===== config.mk =====
export PLATFORM = sky130hd
export DESIGN_NAME = i2c_disp_target
export DESIGN_NICKNAME = d
export VERILOG_FILES = /design/src/rtl/i2c_pkg.sv /design/src/rtl/i2c_line_filter.sv /design/src/rtl/i2c_disp_target.sv
export SDC_FILE = /design/constraint.sdc
export NUM_CORES = 1
export LEC_CHECK = 0
export ABC_AREA = 1
export CELL_PAD_IN_SITES_DETAIL_PLACEMENT = 2
export CELL_PAD_IN_SITES_GLOBAL_PLACEMENT = 2
export CORE_MARGIN = 2
export CORE_UTILIZATION = 39
export DETAILED_ROUTE_END_ITERATION = 8
export PLACE_DENSITY_LB_ADDON = 0.1
export REMOVE_ABC_BUFFERS = 1
export SYNTH_ARGS = -nofsm -noshare
export SYNTH_HDL_FRONTEND = slang
export SYNTH_SLANG_ARGS = --single-unit
export TNS_END_PERCENT = 20

===== constraint.sdc =====
create_clock -name clk_i -period 4.9 [get_ports clk_i]
set_input_delay 0.98 -clock clk_i [delete_from_list [all_inputs] [get_ports clk_i]]
set_output_delay 0.98 -clock clk_i [all_outputs]
set_load 0.01 [all_outputs]

===== src/rtl/i2c_pkg.sv =====
`default_nettype none
// +--------------------------------------------------------------------+
// | i2c_pkg -- shared FSM states and register map for i2c_disp_target   |
// | Revision: 1.0                                                      |
// +--------------------------------------------------------------------+
package i2c_pkg;

  typedef enum logic [3:0] {
    ST_IDLE      = 4'd0,
    ST_ADDR      = 4'd1,
    ST_ACK_ADDR  = 4'd2,
    ST_PTR       = 4'd3,
    ST_ACK_PTR   = 4'd4,
    ST_WDATA     = 4'd5,
    ST_ACK_WDATA = 4'd6,
    ST_RDATA     = 4'd7,
    ST_RACK      = 4'd8,
    ST_IGNORE    = 4'd9
  } state_e;

  localparam logic [1:0] REG_DATA_LO = 2'd0;
  localparam logic [1:0] REG_DATA_HI = 2'd1;
  localparam logic [1:0] REG_CTRL    = 2'd2;
  localparam logic [1:0] REG_ID      = 2'd3;

  localparam logic [6:0] DEFAULT_DEV_ADDR = 7'h38;

endpackage
`default_nettype wire


===== src/rtl/i2c_line_filter.sv =====
`default_nettype none
// +--------------------------------------------------------------------+
// | i2c_line_filter -- 2-flop synchronizer plus N-sample glitch filter  |
// | Revision: 1.0                                                      |
// +--------------------------------------------------------------------+
module i2c_line_filter #(
  parameter int FILTER_LEN = 4
) (
  input  logic clk_i,
  input  logic reset_ni,
  input  logic line_i,
  output logic line_o
);

  localparam int CNT_W = $clog2(FILTER_LEN + 1);

  logic [1:0]       sync_q;
  logic             filt_q;
  logic [CNT_W-1:0] cnt_q;

  // Output flips only after FILTER_LEN consecutive samples disagree with it.
  always_ff @(posedge clk_i or negedge reset_ni) begin
    if (!reset_ni) begin
      sync_q <= 2'b11;
      filt_q <= 1'b1;
      cnt_q  <= '0;
    end else begin
      sync_q <= {sync_q[0], line_i};
      if (sync_q[1] == filt_q) begin
        cnt_q <= '0;
      end else if (cnt_q == CNT_W'(FILTER_LEN - 1)) begin
        filt_q <= sync_q[1];
        cnt_q  <= '0;
      end else begin
        cnt_q <= cnt_q + CNT_W'(1);
      end
    end
  end

  assign line_o = filt_q;

endmodule
`default_nettype wire


===== src/rtl/i2c_disp_target.sv =====
`default_nettype none
// +--------------------------------------------------------------------+
// | i2c_disp_target -- I2C target with 4-byte register file, display   |
// | word committed on STOP.                      Revision: 1.0         |
// +--------------------------------------------------------------------+
module i2c_disp_target
  import i2c_pkg::*;
#(
  parameter logic [6:0] DEV_ADDR   = DEFAULT_DEV_ADDR,
  parameter int         FILTER_LEN = 4,
  parameter logic [7:0] ID_VALUE   = 8'hA5
) (
  input  logic        clk_i,
  input  logic        reset_ni,
  input  logic        scl_i,
  input  logic        sda_i,
  output logic        sda_oe_o,
  output logic [15:0] data_o,
  output logic        enable_o,
  output logic        data_valid_o,
  output logic        busy_o
);

  logic scl_f, sda_f;

  i2c_line_filter #(.FILTER_LEN(FILTER_LEN)) u_scl_filt (
    .clk_i    (clk_i),
    .reset_ni (reset_ni),
    .line_i   (scl_i),
    .line_o   (scl_f)
  );

  i2c_line_filter #(.FILTER_LEN(FILTER_LEN)) u_sda_filt (
    .clk_i    (clk_i),
    .reset_ni (reset_ni),
    .line_i   (sda_i),
    .line_o   (sda_f)
  );

  state_e      state_q;
  logic        scl_q, sda_q;
  logic [3:0]  bit_cnt_q;
  logic [7:0]  shift_q;
  logic [1:0]  ptr_q;
  logic [7:0]  reg0_q, reg1_q, reg2_q;
  logic        mnack_q;
  logic        commit_pend_q;
  logic        sda_oe_q;
  logic [15:0] data_q;
  logic        dv_q;
  logic        busy_q;

  logic scl_rise, scl_fall, start_det, stop_det, byte_done;
  logic [7:0] rd_byte;

  assign scl_rise  = scl_f & ~scl_q;
  assign scl_fall  = ~scl_f & scl_q;
  assign start_det = scl_f & scl_q & sda_q & ~sda_f;
  assign stop_det  = scl_f & scl_q & ~sda_q & sda_f;
  assign byte_done = scl_fall && (bit_cnt_q == 4'd8);

  always_comb begin
    rd_byte = ID_VALUE;
    case (ptr_q)
      REG_DATA_LO: rd_byte = reg0_q;
      REG_DATA_HI: rd_byte = reg1_q;
      REG_CTRL:    rd_byte = reg2_q;
      REG_ID:      rd_byte = ID_VALUE;
      default:     rd_byte = ID_VALUE;
    endcase
  end

  always_ff @(posedge clk_i or negedge reset_ni) begin
    if (!reset_ni) begin
      state_q       <= ST_IDLE;
      scl_q         <= 1'b1;
      sda_q         <= 1'b1;
      bit_cnt_q     <= 4'd0;
      shift_q       <= 8'h00;
      ptr_q         <= 2'd0;
      reg0_q        <= 8'h00;
      reg1_q        <= 8'h00;
      reg2_q        <= 8'h00;
      mnack_q       <= 1'b0;
      commit_pend_q <= 1'b0;
      sda_oe_q      <= 1'b0;
      data_q        <= 16'h0000;
      dv_q          <= 1'b0;
      busy_q        <= 1'b0;
    end else begin
      scl_q <= scl_f;
      sda_q <= sda_f;
      dv_q  <= 1'b0;
      if (start_det) begin
        state_q   <= ST_ADDR;
        bit_cnt_q <= 4'd0;
        sda_oe_q  <= 1'b0;
      end else if (stop_det) begin
        state_q   <= ST_IDLE;
        bit_cnt_q <= 4'd0;
        sda_oe_q  <= 1'b0;
        busy_q    <= 1'b0;
        if (commit_pend_q) begin
          data_q        <= {reg1_q, reg0_q};
          dv_q          <= 1'b1;
          commit_pend_q <= 1'b0;
        end
      end else begin
        case (state_q)
          ST_ADDR, ST_PTR, ST_WDATA: begin
            if (scl_rise && (bit_cnt_q != 4'd8)) begin
              shift_q   <= {shift_q[6:0], sda_f};
              bit_cnt_q <= bit_cnt_q + 4'd1;
            end else if (byte_done) begin
              bit_cnt_q <= 4'd0;
              if (state_q == ST_ADDR) begin
                if (shift_q[7:1] == DEV_ADDR) begin
                  state_q  <= ST_ACK_ADDR;
                  sda_oe_q <= 1'b1;
                  busy_q   <= 1'b1;
                end else begin
                  state_q <= ST_IGNORE;
                end
              end else if (state_q == ST_PTR) begin
                ptr_q    <= shift_q[1:0];
                state_q  <= ST_ACK_PTR;
                sda_oe_q <= 1'b1;
              end else begin
                // Register is updated as the ACK starts; REG_ID writes are dropped.
                if (ptr_q == REG_DATA_LO) reg0_q <= shift_q;
                if (ptr_q == REG_DATA_HI) reg1_q <= shift_q;
                if (ptr_q == REG_CTRL)    reg2_q <= shift_q;
                if ((ptr_q == REG_DATA_LO) || (ptr_q == REG_DATA_HI))
                  commit_pend_q <= 1'b1;
                ptr_q    <= ptr_q + 2'd1;
                state_q  <= ST_ACK_WDATA;
                sda_oe_q <= 1'b1;
              end
            end
          end
          ST_ACK_ADDR: begin
            if (scl_fall) begin
              if (shift_q[0]) begin
                state_q   <= ST_RDATA;
                shift_q   <= rd_byte;
                sda_oe_q  <= ~rd_byte[7];
                bit_cnt_q <= 4'd0;
              end else begin
                state_q  <= ST_PTR;
                sda_oe_q <= 1'b0;
              end
            end
          end
          ST_ACK_PTR, ST_ACK_WDATA: begin
            if (scl_fall) begin
              state_q  <= ST_WDATA;
              sda_oe_q <= 1'b0;
            end
          end
          ST_RDATA: begin
            if (scl_rise) begin
              bit_cnt_q <= bit_cnt_q + 4'd1;
            end else if (scl_fall) begin
              if (bit_cnt_q == 4'd8) begin
                sda_oe_q  <= 1'b0;
                ptr_q     <= ptr_q + 2'd1;
                bit_cnt_q <= 4'd0;
                state_q   <= ST_RACK;
              end else begin
                shift_q  <= {shift_q[6:0], 1'b0};
                sda_oe_q <= ~shift_q[6];
              end
            end
          end
          ST_RACK: begin
            if (scl_rise) begin
              mnack_q <= sda_f;
            end else if (scl_fall) begin
              if (!mnack_q) begin
                state_q   <= ST_RDATA;
                shift_q   <= rd_byte;
                sda_oe_q  <= ~rd_byte[7];
                bit_cnt_q <= 4'd0;
              end else begin
                state_q <= ST_IGNORE;
              end
            end
          end
          default: ;
        endcase
      end
    end
  end

  assign sda_oe_o     = sda_oe_q;
  assign data_o       = data_q;
  assign enable_o     = reg2_q[0];
  assign data_valid_o = dv_q;
  assign busy_o       = busy_q;

endmodule
`default_nettype wire


After elaboration in Yosys (flattened, before gate mapping)

Index checks and enable logic that the tools add are counted.

Output and inout port bits: 20
Bits in writable memories: 0
Input port bits: 4
Logic and storage cells: 209
Memories kept: 0
Latch bits: 0
ROM bits: 0
Register bits after elaboration: 77

Divide/modulo/power cells: 0
Eq/ne operators: 49
Bitwise gates (word level): 20
Reductions and logical operators: 30
Multiply operators: 0
Multiplexer cells: 84
Shift-type cells: 0
Add/subtract/negate cells: 4
$lt $le $gt $ge: 0

Operators by type and width:

| cell                                           | number |
|---|---|
| 2-to-1 mux 4 bit                               | 26 |
| 2-to-1 mux 8 bit                               | 9 |
| case mux 8 bit (4 select lines)                | 2 |
| inequality test 4 bit (second input constant)  | 12 |
| inequality test 2 bit (second input constant)  | 16 |
| 2-to-1 mux 1 bit                               | 30 |
| AND reduction 8 bit                            | 3 |
| AND reduction 11 bit                           | 2 |
| inequality test 5 bit (second input constant)  | 4 |
| case mux 4 bit (5 select lines)                | 1 |
| AND reduction 9 bit                            | 2 |
| == test 4 x 3 -> 1 bit (second input constant) | 4 |
| 2-to-1 mux 2 bit                               | 8 |
| case mux 4 bit (4 select lines)                | 1 |
| 2-to-1 mux 3 bit                               | 5 |
| NOT 1 bit                                      | 13 |
| AND reduction 12 bit                           | 1 |
| nonzero test 2 bit                             | 6 |
| AND reduction 10 bit                           | 1 |
| == test 4 x 2 -> 1 bit (second input constant) | 2 |
| == test 4 bit (second input constant)          | 2 |
| bitwise AND 1 bit                              | 7 |
| == test 7 x 6 -> 1 bit (second input constant) | 1 |
| AND reduction 7 bit                            | 1 |
| other kinds (22)                               | 28 |

Depth between registers and ports, before layout

Depth in word-level cells: 9
Gate-level depth with buffers: 12
Gate-level depth less buffers: 12

Modules after synthesis

A second synthesis with hierarchy kept.

Cells, all modules: 533
Area total of the unflattened synthesis: 4,152.7 µm²

Modules (own cells, without submodules):

| module          | cells an instance | area an instance (µm²) | instances | seq. area each (µm²) |
|---|---|---|---|---|
| i2c_disp_target | 483               | 3,667.3                | 1         | 1,629.1 |
| i2c_line_filter | 25                | 242.7                  | 2         | 153.9 |

Worst setup path after synthesis

Ideal clock, no wire load.

Path type: register -> register
From: reg scl_q
To: reg reg0_q[6]
Required time: 4.780 ns
Stages on the path, launching flop included: 11
Period minus slack after synthesis: 1.766 ns
Path buffers: 2
Data arrival time: 1.646 ns
Path slack: 3.134 ns
Library setup time: 0.120 ns
Cells stage by stage: dfstp_2 inv_1 ha_1 buf_2 nand2_2 nand2_1 nor3_2 nand3_2 buf_6 nand2_1 o21ai_2

Cells in the longest elaborated chain, start to end: 5
Elaborated cells on any way between the ends: 14
Classes of those cells: bitwise: 11; reduce/logical: 3

RTL lines:

| what                                                  | line                                                                | text |
|---|---|---|
| start, declared                                       | i2c_disp_target.sv:41                                               | `logic scl_q, sda_q;` |
| start signal, assigned                                | i2c_disp_target.sv:91                                               | `scl_q <= scl_f;` |
| bitwise AND 1 bit / NOT 1 bit (equally long branches) | i2c_disp_target.sv:58, i2c_disp_target.sv:59, i2c_disp_target.sv:56 |  |
| bitwise AND 1 bit, on equally long branches           | i2c_disp_target.sv:59, i2c_disp_target.sv:56, i2c_disp_target.sv:58 |  |
| bitwise AND 1 bit (tied with other cells)             | i2c_disp_target.sv:59                                               | `assign stop_det = scl_f & scl_q & ~sda_q & sda_f;` |
| NOT 1 bit (no source line)                            | --                                                                  |  |
| AND reduction 8 bit (no source line) (*)              | --                                                                  |  |
| end signal, assigned                                  | i2c_disp_target.sv:130                                              | `if (ptr_q == REG_DATA_LO) reg0_q <= shift_q;` |
| end, declared                                         | i2c_disp_target.sv:45                                               | `logic [7:0] reg0_q, reg1_q, reg2_q;` |

Every way passes the cells marked *; elsewhere a longest branch is shown, timed or not.
A chain may end at the register's enable or synchronous reset.

Worst setup path after layout

From: reg u_scl_filt.filt_q, in the netlist u_scl_filt.line_o
To: reg bit_cnt_q[1]

Cells in the longest elaborated chain, start to end: 6
Elaborated cells on any way between the ends: 25
Classes of those cells: eq/ne: 8; mux: 5; bitwise: 8; reduce/logical: 4

RTL lines:

| what                                                        | line                   | text |
|---|---|---|
| start, declared                                             | i2c_line_filter.sv:18  | `logic filt_q;` |
| start signal, assigned                                      | i2c_line_filter.sv:32  | `filt_q <= sync_q[1];` |
| branches (longest 6 deep; another with AND reduction 9 bit) | --                     |  |
| end signal, assigned                                        | i2c_disp_target.sv:113 | `bit_cnt_q <= bit_cnt_q + 4'd1;` |
| end signal, assigned                                        | i2c_disp_target.sv:162 | `bit_cnt_q <= bit_cnt_q + 4'd1;` |
| end, declared                                               | i2c_disp_target.sv:42  | `logic [3:0] bit_cnt_q;` |

Several ways; the timed one is not identified.

==> reports/qor.csv <==
stage,metric,value,unit
cts,cts_buffers,9,
synthesis,ys.flop_type,dfrtp_1,
power_and_ir_drop,ir_worst_vdd,0.2717,mV
cts,hold_buffers,0,
critical_path,crit_chain,"ha_1, nand3_1, nand2_1, inv_1, nand2_1, nor2_1, nor2_1, nand2_1, nor2_2, nand2_1, nand2_1",
sta,setup_violations,0,
power_and_ir_drop,seqPwrFrac,32.3,%
critical_path,crit_required,5.21,ns
critical_path,cp_slowest_cell,dfstp_2,
sta,timing.fmax,349.4,MHz
synthesis,synthArstFlopShare,100.0,%
synthesis,synthMuxAreaShare,0,%
synthesis,ys_types,35,
synthesis,ys_seq_elements,77,
synthesis,synth_top_cell_by_area,dfrtp_1,
synthesis,yosys.area_share.simple,31.43,%
floorplanning,die_h,108.0,µm
critical_path,timing.critical_path.mode_cell,nand2_1,
power_and_ir_drop,p_clk_share,16.2,%
critical_path,cp.arrival,3.17,ns
global_route,gr-total-overflow,0,
critical_path,worstSetupPathType,flop to flop,
floorplanning,io_pins,24,
power_and_ir_drop,finalPower,2724,µW
floorplanning,die_w,108.0,µm
power_and_ir_drop,p_switching,1379,µW
cells_and_area,drive_gt1_share,13.24,%
sta,fin_crit_sh,58.40,%
cells_and_area,fill_cells,1236,
power_and_ir_drop,pwr-share-comb,51.4,%
synthesis,synth_edf_count,0,
cts,clk_path_buf_depth,2,
cells_and_area,register_area,0.001937,mm²
route,antenna_left,0,
route,vias_per_cell,5.279,
sta,hold_ws,0.3611,ns
placement,place_hpwl,9549,µm
cts,cts_tree,yes,
cts,clkTransAtPathRegs,0.08,ns
cells_and_area,nets,569,
power_and_ir_drop,leakagePower,0.002225,µW
sta,hold_viol,0,
cts,root_buffer,clkbuf_8,
critical_path,crit_path_end_kind,flop,
route,drtIter0Drc,135,
placement,port_buffers,23,
synthesis,synthAdderAreaFrac,3.261,%
power_and_ir_drop,p_sw_share,50.61,%
synthesis,yosysSeqAreaShare,45.89,%
route,route.detailed.drc,0,
placement,place_area,0.004519,mm²
power_and_ir_drop,powerDensity,581.0,mW/mm²
synthesis,syn_avg_cell_area,7.918,µm²
critical_path,cp-start-kind,flop,
route,routedWlPerCell,18.44,µm
synthesis,synth.top_cells.by_area,"dfrtp_1 41%, nand2_1 14%, dfstp_2 5.0%",
placement,dp_cells,679,
route,vias,3669,
hold_path,min_path_type,flop to flop,
cells_and_area,multi_input_area,0.001963,mm²
critical_path,cp_num_buf_inv,1,
cts,post_cts_buffers,0,
cells_and_area,area_growth,11.09,%
sta,finClkSkew,0.008849,ns
synthesis,synth_xor_xnor_area_share,0.6226,%
synthesis,syn-instance-count,533,
critical_path,crit_family,simple AND/OR/NAND/NOR gates,
sta,relSlewSlack,33.37,%
global_route,grt_pass1_wl,21400,µm
floorplanning,start_util,40.52,%
floorplanning,dieArea,0.01167,mm²
global_route,grt_usage,24.14,%
sta,drv_slew,0,
global_route,antenna_found_initial,0,
sta,fin_setup_tns,0,ns
floorplanning,coreArea,0.01042,mm²
global_route,grt_pass1_vias,4100,
route,drt_wl_total,12820,µm
cts,cts_max_level,3,
power_and_ir_drop,p_int,1345,µW
sta,rsz0062_at_grt,no,
floorplanning,num_rows,37,
cells_and_area,fin_cells,695,
route,firstDrtPassIters,4,
critical_path,crit_fanout,12,
synthesis,yosysTopAreaCellShare,40.91,%
cells_and_area,n_antenna_cell,0,
critical_path,max_stage_delay,0.59,ns
synthesis,synth_area,0.004220,mm²
cells_and_area,final_area,0.004688,mm²
placement,gp_congestion,0.8428,
synthesis,synth_top_family_by_area,simple AND/OR/NAND/NOR gates,
cts,clock_latency,0.37,ns
global_route,grt_max_degree,78,
synthesis,ys_warn_count,0,
sta,tightest_slew,0.9995,ns
outcome,status,"finished, final reports clean",
sta,period_needed,2.862,ns
cts,cts_resized,0,
synthesis,synth_compound_area_share,11.21,%
flow_run,maxCapViolations,0,
cts,cts_num_sinks,77,
## routing by layer
metal	track usage (%)	vias to the layer above	wire [µm]
li1	-	1746	-
met1	28.79	1866	5648
met5	0	-	0
met2	44.88	44	6721
met3	4.219	13	258
met4	5.861	0	191
## placed cells by master, fill, tap and decap left out, types with 6 or more instances in the layout
master	n
nand2_2	10
nor3_1	6
nand4_1	6
nand2_1	162
clkbuf_8	9
dfrtp_1	69
clkdlybuf4s50_1	22
o21ai_0	39
nand3_1	35
inv_1	53
dfstp_2	8
o21ai_2	12
a21oi_1	11
nor2_2	7
inv_2	6
ha_1	11
o21ai_1	13
nor2_1	43
## cells by family after synthesis
logic type	count (synthesis)
AND/OR/NAND/NOR	287
AO/OA/AOI/OAI	83
buffers and inverters	72
XOR/XNOR	3
adder cells (fa/ha/maj)	11
flip-flops	77
## final timing paths
kind                                                 from                        endpoint  slack [ns]  cells past startpoint
max                         u_scl_filt.line_o$_DFFE_PN1P_        bit_cnt_q[1]$_DFFE_PN0P_        2.04                     11
min                        u_sda_filt.sync_q[0]$_DFF_PN1_  u_sda_filt.sync_q[1]$_DFF_PN1_        0.36                      0
max reg2reg                 u_scl_filt.line_o$_DFFE_PN1P_        bit_cnt_q[1]$_DFFE_PN0P_        2.04                     11
min reg2reg                u_sda_filt.sync_q[0]$_DFF_PN1_  u_sda_filt.sync_q[1]$_DFF_PN1_        0.36                      0
max in group asynchronous                        reset_ni        bit_cnt_q[1]$_DFFE_PN0P_        3.49                      1
min in group asynchronous                        reset_ni           reg0_q[3]$_DFFE_PN0P_        0.76                      1
## registers in the layout, indices dropped and copies added, names as in the netlist, 2 cells and up
name               count
bit_cnt_q              4
reg2_q                 8
u_scl_filt.cnt_q       3
shift_q                8
ptr_q                  2
u_sda_filt.cnt_q       3
state_q                4
u_scl_filt.sync_q      2
u_sda_filt.sync_q      2
data_o                16
reg1_q                 8
reg0_q                 8
## per-stage QoR
stage,util (%),setup slack [ns]
3_5_place_dp,43.39,2.013
2_1_floorplan,-,2.580
5_1_grt,45.01,1.738
6_report,45.01,2.038
4_1_cts,45.01,1.976
3_3_place_gp,43.39,2.209
## synthesized netlist by cell type, drive strengths merged, types with 5 or more instances
cell type and count:
a21oi 11, nor2 56, dfrtp 69, nand4 8
inv 59, nand2 175, nor3 7, o21ai 64
nand3 39, o22ai 5, ha 11, buf 10
dfstp 8
## power by group through the flow
stage / Combinational, µW / Sequential, µW / Clock, µW
final: 1400 / 880 / 442
after global routing: 1590 / 900 / 481
after CTS: 1420 / 882 / 454
after detailed placement: 1400 / 894 / 0
after global placement: 1310 / 887 / 0
after floorplan: 979 / 861 / 0
## area by class of cell
cell class	count	area share, %
Clock buffer	11	2.802
Multi-Input combinational cell	384	41.87
Sequential cell	77	41.31
Clock inverter	5	0.8006
Timing Repair Buffer	23	4.857
Tap cell	136	3.630
Inverter	59	4.724
Note: power is estimated with default switching activity, not from simulation.
